File: config.mk
export PLATFORM = sky130hd
export DESIGN_NAME = scope_cursor_ctrl
export DESIGN_NICKNAME = d
export VERILOG_FILES = /design/src/rtl/vga_scope_pkg.sv /design/src/rtl/key_debounce.sv /design/src/rtl/scope_cursor_ctrl.sv
export SDC_FILE = /design/constraint.sdc
export NUM_CORES = 1
export LEC_CHECK = 0
export CAP_MARGIN = 20
export CORE_MARGIN = 4
export CORE_UTILIZATION = 62
export DETAILED_ROUTE_END_ITERATION = 8
export PLACE_DENSITY_LB_ADDON = 0.25
export RECOVER_POWER = 100
export SYNTH_ARGS = -nofsm -noshare
export SYNTH_HDL_FRONTEND = slang
export SYNTH_SLANG_ARGS = --single-unit
File: constraint.sdc
create_clock -name clk50 -period 11.55 [get_ports clk50]
set_clock_uncertainty 0.15 [all_clocks]
set_input_delay 2.31 -clock clk50 [delete_from_list [all_inputs] [get_ports clk50]]
set_output_delay 2.31 -clock clk50 [all_outputs]
set_load 0.01 [all_outputs]
File: src/rtl/vga_scope_pkg.sv
// vga_scope_pkg: shared VGA geometry, cursor-select codes, cursor FSM states and the saturating step helper
package vga_scope_pkg;
    localparam int H_ACTIVE = 800;
    localparam int V_ACTIVE = 600;
    typedef enum logic [1:0] {SEL_X1 = 2'b00, SEL_X2 = 2'b01, SEL_Y1 = 2'b10, SEL_Y2 = 2'b11} sel_t;
    typedef enum logic [1:0] {IDLE = 2'b00, HOLD = 2'b01, REPEAT = 2'b10} state_t;
    // moves p by st in 12-bit arithmetic and clamps the result into [0, lim-1]
    function automatic logic [10:0] step_sat(input logic [10:0] p, input logic up, input logic [11:0] lim, input logic [11:0] st);
        logic [11:0] w_sum;
        w_sum = up ? {1'b0, p} + st : {1'b0, p} - st;
        if (!up && {1'b0, p} < st) return '0;
        if (w_sum > lim - 12'd1) return 11'(lim - 12'd1);
        return w_sum[10:0];
    endfunction
endpackage

File: src/rtl/key_debounce.sv
// key_debounce: 2-FF synchroniser plus stable-count debouncer for one active-low push-button
//   i_clk, i_rst_n : clock, synchronous active-low reset
//   i_key_n        : raw button, asynchronous to i_clk
//   o_sync         : synchronised raw level
//   o_level        : debounced level (1 = released)
module key_debounce #(
    parameter int DEBOUNCE_CYC = 500000
) (
    input  logic i_clk,
    input  logic i_rst_n,
    input  logic i_key_n,
    output logic o_sync,
    output logic o_level
);
    localparam int CW = $clog2(DEBOUNCE_CYC + 1);
    logic [1:0]    r_sync;
    logic [CW-1:0] r_cnt;
    assign o_sync = r_sync[1];
    // the synchroniser is left unreset so it tracks the button through reset
    always_ff @(posedge i_clk) r_sync <= {r_sync[0], i_key_n};
    always_ff @(posedge i_clk) begin
        if (!i_rst_n) begin
            r_cnt   <= '0;
            o_level <= 1'b1;
        end else if (r_sync[1] == o_level) begin
            r_cnt <= '0;
        end else if (r_cnt == CW'(DEBOUNCE_CYC - 1)) begin
            o_level <= ~o_level;
            r_cnt   <= '0;
        end else begin
            r_cnt <= r_cnt + 1'b1;
        end
    end
endmodule

File: src/rtl/scope_cursor_ctrl.sv
// scope_cursor_ctrl: debounced push-button control of four saturating scope cursors with press-and-hold repeat
//   clk50, reset_n           : 50 MHz clock, synchronous active-low reset
//   key_inc_n, key_dec_n     : raw active-low buttons
//   sw_axis, sw_cursor       : cursor select {axis, cursor}
//   sw_xen, sw_yen           : display enables, registered onto cursorX_EN / cursorY_EN
//   cursorX1..cursorY2       : cursor positions, clamped to the active area
module scope_cursor_ctrl
    import vga_scope_pkg::*;
#(
    parameter int STEP         = 1,
    parameter int DEBOUNCE_CYC = 500000,
    parameter int REPEAT_DELAY = 25000000,
    parameter int REPEAT_RATE  = 2500000,
    parameter int X1_INIT      = 200,
    parameter int X2_INIT      = 600,
    parameter int Y1_INIT      = 150,
    parameter int Y2_INIT      = 450
) (
    input  logic        clk50,
    input  logic        reset_n,
    input  logic        key_inc_n,
    input  logic        key_dec_n,
    input  logic        sw_axis,
    input  logic        sw_cursor,
    input  logic        sw_xen,
    input  logic        sw_yen,
    output logic        cursorX_EN,
    output logic        cursorY_EN,
    output logic [10:0] cursorX1,
    output logic [10:0] cursorX2,
    output logic [10:0] cursorY1,
    output logic [10:0] cursorY2
);
    localparam int CMAX = REPEAT_DELAY > REPEAT_RATE ? REPEAT_DELAY : REPEAT_RATE;
    localparam int CW   = $clog2(CMAX + 1);
    logic          w_inc_sync, w_dec_sync, w_inc_lvl, w_dec_lvl;
    logic          w_inc, w_dec, w_one, w_edge, w_step;
    logic [3:0]    r_sw1, r_sw2;
    sel_t          w_sel, r_sel;
    logic          r_inc_prev, r_dec_prev, r_lock, r_dir;
    state_t        r_state, w_state;
    logic [CW-1:0] r_cnt, w_cnt;
    logic [10:0]   w_cur, w_new;
    key_debounce #(.DEBOUNCE_CYC(DEBOUNCE_CYC)) u_inc (
        .i_clk(clk50), .i_rst_n(reset_n), .i_key_n(key_inc_n), .o_sync(w_inc_sync), .o_level(w_inc_lvl)
    );
    key_debounce #(.DEBOUNCE_CYC(DEBOUNCE_CYC)) u_dec (
        .i_clk(clk50), .i_rst_n(reset_n), .i_key_n(key_dec_n), .o_sync(w_dec_sync), .o_level(w_dec_lvl)
    );
    assign w_sel  = sel_t'(r_sw2[3:2]);
    assign w_inc  = ~w_inc_lvl;
    assign w_dec  = ~w_dec_lvl;
    assign w_one  = w_inc ^ w_dec;
    assign w_edge = (w_inc & ~r_inc_prev) | (w_dec & ~r_dec_prev);
    assign w_cur  = w_sel == SEL_X1 ? cursorX1 : w_sel == SEL_X2 ? cursorX2 : w_sel == SEL_Y1 ? cursorY1 : cursorY2;
    // inc moves right on X but up (towards 0) on Y
    assign w_new  = step_sat(w_cur, w_inc ^ w_sel[1], w_sel[1] ? 12'(V_ACTIVE) : 12'(H_ACTIVE), 12'(STEP));
    always_comb begin
        w_state = r_state;
        w_cnt   = r_cnt + 1'b1;
        w_step  = 1'b0;
        // both keys, no key, a selection change or a swapped key all abandon the current press
        if (!w_one || w_sel != r_sel || (r_state != IDLE && w_inc != r_dir)) begin
            w_state = IDLE;
            w_cnt   = '0;
        end else if (r_state == IDLE) begin
            w_cnt = '0;
            if (w_edge && !r_lock) begin
                w_state = HOLD;
                w_step  = 1'b1;
            end
        end else if (r_state == HOLD && r_cnt == CW'(REPEAT_DELAY - 1)) begin
            w_state = REPEAT;
            w_cnt   = '0;
            w_step  = 1'b1;
        end else if (r_state == REPEAT && r_cnt == CW'(REPEAT_RATE - 1)) begin
            w_cnt  = '0;
            w_step = 1'b1;
        end
    end
    always_ff @(posedge clk50) begin
        if (!reset_n) begin
            r_sw1      <= '0;
            r_sw2      <= '0;
            r_sel      <= SEL_X1;
            cursorX_EN <= 1'b0;
            cursorY_EN <= 1'b0;
            r_inc_prev <= 1'b0;
            r_dec_prev <= 1'b0;
            r_lock     <= 1'b1;
            r_dir      <= 1'b0;
            r_state    <= IDLE;
            r_cnt      <= '0;
            cursorX1   <= 11'(X1_INIT);
            cursorX2   <= 11'(X2_INIT);
            cursorY1   <= 11'(Y1_INIT);
            cursorY2   <= 11'(Y2_INIT);
        end else begin
            r_sw1      <= {sw_axis, sw_cursor, sw_yen, sw_xen};
            r_sw2      <= r_sw1;
            r_sel      <= w_sel;
            cursorX_EN <= r_sw2[0];
            cursorY_EN <= r_sw2[1];
            r_inc_prev <= w_inc;
            r_dec_prev <= w_dec;
            // a key held through reset is ignored until both keys are seen released
            r_lock     <= r_lock & ~(w_inc_sync & w_dec_sync);
            r_state    <= w_state;
            r_cnt      <= w_cnt;
            if (w_step) r_dir <= w_inc;
            if (w_step && w_sel == SEL_X1) cursorX1 <= w_new;
            if (w_step && w_sel == SEL_X2) cursorX2 <= w_new;
            if (w_step && w_sel == SEL_Y1) cursorY1 <= w_new;
            if (w_step && w_sel == SEL_Y2) cursorY2 <= w_new;
        end
    end
endmodule

==> impl.org, run 1 <==
** Logic synthesis
- The synthesized design contains 0 enable-type register cells.
- Yosys printed 0 warnings.
- Count of cell types in the netlist :: 60
- Post-synth top flop :: sky130_fd_sc_hd__dfxtp_1
- Fraction of the yosys area taken by sequential cells :: 0.422
- Largest cells by area after synthesis :: sky130_fd_sc_hd__dfxtp_1 42%, sky130_fd_sc_hd__nor2_1 6.5%, sky130_fd_sc_hd__xnor2_1 4.9%, sky130_fd_sc_hd__xor2_1 4.5%, sky130_fd_sc_hd__nand2_1 4.4%
- Area of the mapped netlist :: 6210 sq um
- Of the post-synthesis cell area, the dominant cell type holds 0.422.
- Flip-flop and latch count after synthesis :: 131
- Share of async-settable or async-resettable flops after synthesis :: 0
- Synthesized area divided by synthesized cell count :: a little under 9 sq um
- Number of cells produced by synthesis :: 717
- sky130_fd_sc_hd__dfxtp_1 takes more of the synthesized area than any other cell.
- The number of nets in the synthesized netlist is between 700 and 800.

** STA
- For the pin with the worst max-slew slack, the measured transition is approximately 1600 ps.
- The number of hold violations in the final report came to 0.
- The total count of max-transition violations in the final report is 36.
- Setup repair after global routing left no endpoint under its margin.
- Final worst-path cycle share :: 0.533
- Timing would allow up to about 160 MHz.
- Final worst path period need :: roughly 6200 ps
- Setup violations remaining at the end of the flow were counted as 0.
- Max-Slew Margin vs Limit :: -0.0616
- In the final timing run, aggregate negative setup slack is 0 ps.

** Placement
- Placed inst area :: roughly 7000 sq um
- In this run the tool buffered the top-level ports with between 50 and 60 buffer cells.
- HPWL Detailed :: between 10 and 15 mm
- Routability Congestion :: 0.990

** Finish
- Area Overhead vs Synth :: 19.8%
- Leading cell type in the layout, fill and taps excluded :: sky130_fd_sc_hd__dfxtp_1
- Number of nets in the layout :: between 700 and 800
- Summing all non-filler instances in the final layout gives an area of around 7400 sq um.
- Number of inserted diodes :: 0
- Highest-count cells in the layout ignoring fill and taps :: 131 x sky130_fd_sc_hd__dfxtp_1, 107 x sky130_fd_sc_hd__nor2_1, 72 x sky130_fd_sc_hd__nand2_1
- Measured on the finished design, the core utilization comes to 0.762.
- In the final layout, the share of cells above drive strength 1 is 0.0735.

** Hold path
- The tightest min-delay check is of the reg2reg type.
- End point of the worst hold path :: u_dec.r_sync[1]
- Hold wc startpoint :: u_dec.r_sync[0]
- The worst hold path was traced through 0 stages.

** Detailed routing
- Remaining antenna violation count after routing :: 0
- Routed len/inst :: between 15 and 20 microns
- Using the TritonRoute via totals, the vias-per-cell ratio works out to between 6 and 7.
- After detailed routing, the number of remaining DRC violations is 0.
- DRC marker count from the first detailed-route iteration :: 565
- Post-Route WL :: around 17 mm
- Detailed routing inserted a total of ~5600 vias.
- 1st-pass router iterations :: 6

** Clock network
- CTS built an H-tree with a depth of 4.
- Once the clock tree was built, the setup fixing pass inserted 0 buffers.
- Num CTS Buffers :: 17
- TritonCTS built the clock tree.
- Clock transition at the register clock pins on the worst setup and hold paths after CTS :: 60 ps
- Clk root buf :: sky130_fd_sc_hd__clkbuf_8
- Clock Sink Count :: about 130
- # resized after CTS :: 0
- At the later pin of the worst-skew pair, clock insertion delay measures roughly 530 ps.
- The clock passes through at most 2 buffers.
- Buffers inserted to repair hold after CTS numbered 0.

** Floorplan
- The region available for standard cell placement spans between 9000 and 10000 sq um.
- Placement row count :: 36
- Die height :: approximately 110 microns
- Die Footprint :: 11700 sq um
- Horiz. Die Dim :: between 100 and 150 microns
- Number of top-level design ports :: 54
- For this configuration, the core starts out at a cell density of 0.636.

** Critical path
- At the worst endpoint, the arrival time is 6440 ps.
- The worst register-to-register path begins at r_sw2[2].
- CP Class :: reg2reg
- Launching element of the worst setup path :: r_sw2[2]
- Worst path cell trace :: clkbuf_1 > mux4_2 > inv_1 > ha_1 > o211ai_1 > a211oi_1 > nor2_1 > xnor2_1 > ha_1 > o211ai_1 > o211ai_1 > o211a_4 > o31ai_1 > clkbuf_1 > nor3_1 > a311oi_1
- Largest fanout of any net on the critical path :: 24
- Together, buffers and inverters on the worst path number 3.
- The cell that appears most often on the critical path is sky130_fd_sc_hd__o211ai_1.
- Among all stages on the critical path, the largest delay is contributed by sky130_fd_sc_hd__clkbuf_1.
- Launching element type of the critical path :: flop
- The worst setup path is captured at a flop.
- Broken down by cell family, the worst path's largest delay share belongs to compound AO/OA/AOI/OAI gates.
- The worst register-to-register path has a setup slack of between 5000 and 6000 ps.
- Longest individual stage delay on the worst path :: around 1100 ps
- The worst register-to-register path has a depth of 16.
- The endpoint identified for the worst register-to-register timing path is cursorX1[3].
- For the worst setup path, the data required time is approximately 12000 ps.

** Status
- The final reports fail on max-capacitance violations, max-slew violations.
- The flow ran to the end, but the final reports show violations.

** Global route
- Wire length of the first global-routing pass :: roughly 28 mm
- Across every metal layer, demand over resource in global routing totals 0.301.
- The via count of the first global-routing pass is 5473.
- Antenna violations before repair :: 0
- Global routing finished with a remaining overflow of 0.
- Entering global routing, the biggest net connects 37 pins.

** Run
- # Max-Cap Violations :: 1

** Pwr
- In this run the static leakage power is ~2.7 nW.
- For this design the ratio of total power to cell area is roughly 140 nW/um^2.
- VDD IR-drop max :: around 0.12 mV
## cell usage after synthesis (4+ instances only)
cell,instances
sky130_fd_sc_hd__buf_2,5
sky130_fd_sc_hd__xor2_1,32
sky130_fd_sc_hd__mux4_2,11
sky130_fd_sc_hd__and3_1,17
sky130_fd_sc_hd__nor3_1,18
sky130_fd_sc_hd__mux2i_1,8
sky130_fd_sc_hd__or3_1,9
sky130_fd_sc_hd__a22oi_1,9
sky130_fd_sc_hd__nand4_1,10
sky130_fd_sc_hd__o31ai_1,10
sky130_fd_sc_hd__nor4_1,6
sky130_fd_sc_hd__dfxtp_1,131
sky130_fd_sc_hd__nand2_1,72
sky130_fd_sc_hd__clkbuf_1,22
sky130_fd_sc_hd__nor2_1,107
sky130_fd_sc_hd__xnor2_1,35
sky130_fd_sc_hd__ha_1,8
sky130_fd_sc_hd__o211ai_1,15
sky130_fd_sc_hd__o21ai_0,21
sky130_fd_sc_hd__or2_2,4
sky130_fd_sc_hd__a21oi_1,25
sky130_fd_sc_hd__and2_1,12
sky130_fd_sc_hd__nand3_1,52
sky130_fd_sc_hd__buf_1,4
sky130_fd_sc_hd__inv_1,19
## how the worst max path moves through the flow
stage | end | cells past startpoint
3_3_place_gp | cursorX2[9] | 14
6_report | cursorX1[3] | 16
4_1_cts | cursorX2[9] | 14
2_1_floorplan | cursorX2[9] | 14
5_1_grt | cursorY1[8] | 16
3_5_place_dp | cursorX2[9] | 14
## cell type report
class / count / area (sq um)
clock buffer: 19 / 432
clock inverter: 12 / 203
fill: 700 / 2330
inverter: 19 / 71.3
multi-input combinational: 535 / 3380
sequential: 131 / 2620
tap: 133 / 166
timing repair buffer: 60 / 568
## worst reg2reg max path, stage by stage, from the launching register on
cell and delay, ps:
sky130_fd_sc_hd__dfxtp_1 430, sky130_fd_sc_hd__clkbuf_1 1080, sky130_fd_sc_hd__mux4_2 720, sky130_fd_sc_hd__inv_1 160, sky130_fd_sc_hd__ha_1 250, sky130_fd_sc_hd__o211ai_1 110
sky130_fd_sc_hd__a211oi_1 670, sky130_fd_sc_hd__nor2_1 140, sky130_fd_sc_hd__xnor2_1 280, sky130_fd_sc_hd__ha_1 330, sky130_fd_sc_hd__o211ai_1 100, sky130_fd_sc_hd__o211ai_1 160
sky130_fd_sc_hd__o211a_4 280, sky130_fd_sc_hd__o31ai_1 230, sky130_fd_sc_hd__clkbuf_1 500, sky130_fd_sc_hd__nor3_1 140, sky130_fd_sc_hd__a311oi_1 300
## power by group
group,internal (W),switching [W],leakage [nW]
Sequential,0.000455,0.00000178,1.06
Clock,0.000378,0.000200,0.309
Combinational,0.0000142,0.0000261,1.30
## kinds of logic (layout without fill, tap and decap cells)
logic type | Yosys count | in the layout | share of synthesized area
and+or+nand+nor | 329 | 329 | 0.253
DFF | 131 | 131 | 0.422
AOI/OAI and AO/OA | 108 | 108 | 0.120
xor gates and xnor gates | 68 | 68 | 0.0971
buffers and inverters | 51 | 110 | 0.0330
muxes | 22 | 22 | 0.0582
adders and majority gates | 8 | 8 | 0.0161
## registers in the layout, summed over array words and instances, names as in the netlist, 4 cells and up
name,cells
u_dec.r_cnt,19
r_cnt,25
r_sw1,4
cursorY2,11
cursorX2,11
u_inc.r_cnt,19
r_sw2,4
cursorX1,11
cursorY1,11
## per-stage QoR
| step | power (W) | hold WS, ps | setup slack (ps) | instances |
|---|---|---|---|---|
| 6_report | 0.00108 | 189 | 5390 | 909 |
| 2_1_floorplan | 0.000495 | 160 | 7420 | 717 |
| 3_5_place_dp | 0.000507 | 166 | 6620 | 878 |
| 4_1_cts | 0.00108 | 193 | 6590 | 909 |
| 3_3_place_gp | 0.000506 | 163 | 6720 | 878 |
| 5_1_grt | 0.00110 | 196 | 5060 | 909 |
## per-layer routing
metal / part of all wire / global-route usage / wire length (microns) / vias up
met2: 0.48 / 0.494 / 8050 / 285
met4: 0.018 / 0.0884 / 308 / 0
met1: 0.42 / 0.398 / 7190 / 2654
met5: 0 / 0 / 0 / -
met3: 0.081 / 0.0710 / 1370 / 37
li1: - / - / - / 2631
Power figures use the tool's default switching activity.
==> run 2, diff against run 1 <==
--- a/config.mk
+++ b/config.mk
@@ -7,7 +7,7 @@
 export LEC_CHECK = 0
 export CAP_MARGIN = 20
 export CORE_MARGIN = 4
-export CORE_UTILIZATION = 62
+export CORE_UTILIZATION = 58
 export DETAILED_ROUTE_END_ITERATION = 8
 export PLACE_DENSITY_LB_ADDON = 0.25
 export RECOVER_POWER = 100
==> constraint.sdc (replaced) <==
create_clock -name clk50 -period 6.1 [get_ports clk50]
set_clock_uncertainty 0.15 [all_clocks]
set_input_delay 1.22 -clock clk50 [delete_from_list [all_inputs] [get_ports clk50]]
set_output_delay 1.22 -clock clk50 [all_outputs]
set_load 0.01 [all_outputs]
==> run 2 against run 1 <==
  * Highest routed layer unchanged
  * Sequential share of layout area up 0.15 points
  * The flow still finishes with violations (max-capacitance violations, max-slew violations)
  * Register-to-register slack worse by 4700 ps
  * Cell area down 0.42%
  * Routed wire length down 1.6%
  * Critical endpoint unchanged
  * Critical path type unchanged
  * Non-clock buffer count down 1
==> impl.org, run 2 (synthesized netlist as in run 1, its figures left out) <==
** Detailed routing
- Post-Route WL :: 16.6 mm (-1.6%)
- The iteration-0 DRC count of the detailed router was 479 (-15%).
- Remaining design rule violation count :: 0 (unchanged)
- Remaining antenna violation count after routing :: 0 (unchanged)
- The length of the first detailed-routing pass in iterations is 5 (-1).
- The via count of the routed design is 5511 (-1.7%).
- The mean routed wirelength per cell is 18.3 microns (-1.9%).
- Via-to-Cell Ratio :: 6.05 (-1.9%)

** Critical path
- CP endpoint kind :: flop
- Longest individual stage delay on the worst path :: 790 ps (-290 ps)
- Worst Reg-to-Reg Cells :: 15 (-1)
- The most numerous cell type found on the critical path is sky130_fd_sc_hd__ha_1.
- The signal on the critical path passes through mux4_2 > inv_1 > ha_1 > o211ai_1 > a211oi_1 > a21oi_1 > xnor2_1 > ha_1 > nand2_1 > a2111oi_0 > o2111ai_1 > o31ai_1 > clkbuf_1 > nor3_1 > a311oi_1.
- The slack of the worst reg-to-reg path came to 690 ps (-4700 ps).
- On the critical path, the stage with the largest delay is an instance of sky130_fd_sc_hd__dfxtp_1.
- Largest fanout of any net on the critical path :: 17 (-29%)
- Among cell families on the critical path, the largest total delay comes from compound AO/OA/AOI/OAI gates.
- The critical path is of the reg2reg type.
- The required arrival time at the worst endpoint came to 6390 ps (-5440 ps).
- Arrival time at the worst endpoint :: 5700 ps (-740 ps)
- Critical register-to-register path endpoint :: cursorX1[3]
- The depth of the critical timing path with buffers and inverters included is 15 (-1).
- The worst register-to-register path begins at r_sw2[2].
- Launching element type of the critical path :: flop
- Number of buffer and inverter stages on the critical path :: 2 (-1)

** Hold path
- The worst hold path begins at u_inc.r_sync[0].
- End point of the worst hold path :: u_inc.r_sync[1]
- The path class of the tightest hold or removal check is reg2reg.
- Worst hold path cell count :: 0 (unchanged)

** Global route
- The via count of the first global-routing pass is 5321 (-2.8%).
- Largest net degree at the start of global routing :: 36 (-2.7%)
- GR Util All Layers :: 0.278 (-0.0230)
- Antenna violations before repair :: 0 (unchanged)
- The total global routing overflow came to 0 (unchanged).
- The wire length of the first global-routing pass is 27.6 mm (-0.50%).

** STA
- Final worst path period need :: 5410 ps (-750 ps)
- Final number of hold-violating endpoints :: 0 (unchanged)
- Final worst-path cycle share :: 0.887 (+0.353)
- The actual transition at the worst max-transition pin is 1590 ps (-5.86 ps).
- The worst slew margin relative to its limit came to -0.0577 (+0.00391).
- Number of max-slew violations in the final report :: 36 (unchanged)
- Highest achievable clock rate :: 185 MHz (+14%)
- RSZ-0062 raised after global routing :: no
- The worst hold slack was 176 ps (-13.4 ps).
- The least setup slack across all paths after layout was 691 ps (-4700 ps).
- Final setup TNS :: 0 ps (unchanged)
- The number of setup violations in the final report is 0 (unchanged).

** Clock network
- The number of buffers inserted for hold repair after clock tree synthesis is 0 (unchanged).
- The maximum number of buffers from clock root to sink was 2 (unchanged).
- The clock-pin slew reported for the worst setup and hold paths after clock tree synthesis came to 60 ps (about the same).
- The number of H-tree levels was 4 (unchanged).
- Clock Sink Count :: 131 (unchanged)
- Clk Latency, worst-skew pair :: 530 ps (about the same)
- In this run the clock root is driven by a sky130_fd_sc_hd__clkbuf_8.
- The count of cells resized by post-cts repair is 0 (unchanged).
- Num CTS Buffers :: 17 (unchanged)
- Post-CTS setup-driven buffer insertion count :: 0 (unchanged)
- CTS tree :: done

** Placement
- The half-perimeter wire length after detailed placement was 11.6 mm (-1.5%).
- Worst slack at placement :: 1050 ps (-5570 ps)
- The final weighted congestion in routability-driven placement is 0.922 (-6.9%).
- Placed inst area :: 6820 sq um (-0.16%)
- The count of input and output buffers came to 53 (unchanged).

** Pwr
- The worst-case vdd ir drop was 0.213 mV (+78%).
- Leakage Power :: 2.65 nW (-0.66%)
- Total power per unit cell area :: 267 nW/um^2 (+84%)
- The overall power is 0.00198 W (+84%).

** Finish
- Largest register by flop count :: r_cnt
- Filler cell count in the final layout :: 812 (+16%)
- The top cell types in the final layout, fill and taps aside, are 131 x sky130_fd_sc_hd__dfxtp_1, 107 x sky130_fd_sc_hd__nor2_1, 72 x sky130_fd_sc_hd__nand2_1.
- The area growth from synthesis to layout is 19.3%.
- The final layout net count was 779 (-0.13%).
- Number of inserted diodes :: 0 (unchanged)
- Top flop regs :: r_cnt: 25 flops, u_dec.r_cnt: 19 flops, u_inc.r_cnt: 19 flops
- Leading cell type in the layout, fill and taps excluded :: sky130_fd_sc_hd__dfxtp_1
- Finished Cell Area :: 7410 sq um (-0.42%)
- The fraction of layout cells with a size suffix above 1 came to 0.0735 (+0.0000948).
- Max FFs per register :: 25 (unchanged)

** Run
- # Max-Cap Violations :: 1 (unchanged)

** Floorplan
- The top-level I/O count is 54 (unchanged).
- Horiz. Die Dim :: 111 microns (+3.1%)
- Placeable core region :: 10400 sq um (+6.1%)
- The die footprint was 12400 sq um (+6.4%).
- Die height :: 111 microns (+3.1%)
- Starting density of the core :: 0.599 (-0.0365)
- Placement row count :: 37 (+2.8%)

** Status
- Violations in the final reports :: max-capacitance violations, max-slew violations
- The flow ran to the end, but the final reports show violations.
-- run 2: cell count changes in the layout (fill, tap and decap cells not counted), sizes merged --
cell / previous run / this run
clkbuf: 23 / 24
clkinv: 4 / 3
bufinv: 5 / 3
inv: 21 / 22
-- run 2: how the worst max path moves through the flow --
stage	slack [ps]	startpoint	to
final	690	r_sw2[2]	cursorX1[3]
after global routing	380	r_sw2[2]	cursorX1[3]
after CTS	1030	r_sw2[2]	cursorX1[7]
after detailed placement	1050	r_sw2[2]	cursorX1[7]
after global placement	1300	r_sw2[2]	cursorX2[9]
after floorplan	1970	r_sw2[2]	cursorX2[9]
-- run 2: metal layers --
metal / vias to the layer above / wire length (microns) / track usage
met2: 195 / 7730 / 0.425
met3: 25 / 1260 / 0.0766
met5: - / 0 / 0
met4: 0 / 281 / 0.0876
met1: 2663 / 7360 / 0.386
li1: 2628 / - / -
-- run 2: power by group --
| part | switching [W] | leakage, nW | internal [W] | total (W) |
|---|---|---|---|---|
| Sequential | 0.00000484 | 1.06 | 0.000862 | 0.000867 |
| Combinational | 0.0000458 | 1.30 | 0.0000264 | 0.0000722 |
| Clock | 0.000379 | 0.295 | 0.000657 | 0.00104 |
| Total | 0.000430 | 2.65 | 0.00155 | 0.00198 |
-- run 2: per-stage QoR --
stage	std cells	util
finish	911	0.715
global route	911	0.715
detailed placement	879	0.657
CTS	910	0.716
floorplan	717	-
global placement	879	0.657
-- run 2: final cells by class --
| type | instances | area, sq um | share of cell area |
|---|---|---|---|
| multi-input combinational | 535 | 3380 | 0.456 |
| sequential | 131 | 2620 | 0.354 |
| timing repair buffer | 59 | 562 | 0.0758 |
| clock buffer | 21 | 459 | 0.0620 |
| tap | 136 | 170 | 0.0230 |
| clock inverter | 10 | 146 | 0.0198 |
| inverter | 19 | 71.3 | 0.00962 |
-- run 2: worst reg2reg max path, cell delays in order, from the launching register on --
cell and delay (ps):
sky130_fd_sc_hd__dfxtp_1 790, sky130_fd_sc_hd__mux4_2 660, sky130_fd_sc_hd__inv_1 150, sky130_fd_sc_hd__ha_1 260
sky130_fd_sc_hd__o211ai_1 120, sky130_fd_sc_hd__a211oi_1 660, sky130_fd_sc_hd__a21oi_1 190, sky130_fd_sc_hd__xnor2_1 370
sky130_fd_sc_hd__ha_1 220, sky130_fd_sc_hd__nand2_1 60, sky130_fd_sc_hd__a2111oi_0 470, sky130_fd_sc_hd__o2111ai_1 220
sky130_fd_sc_hd__o31ai_1 110, sky130_fd_sc_hd__clkbuf_1 480, sky130_fd_sc_hd__nor3_1 130, sky130_fd_sc_hd__a311oi_1 280
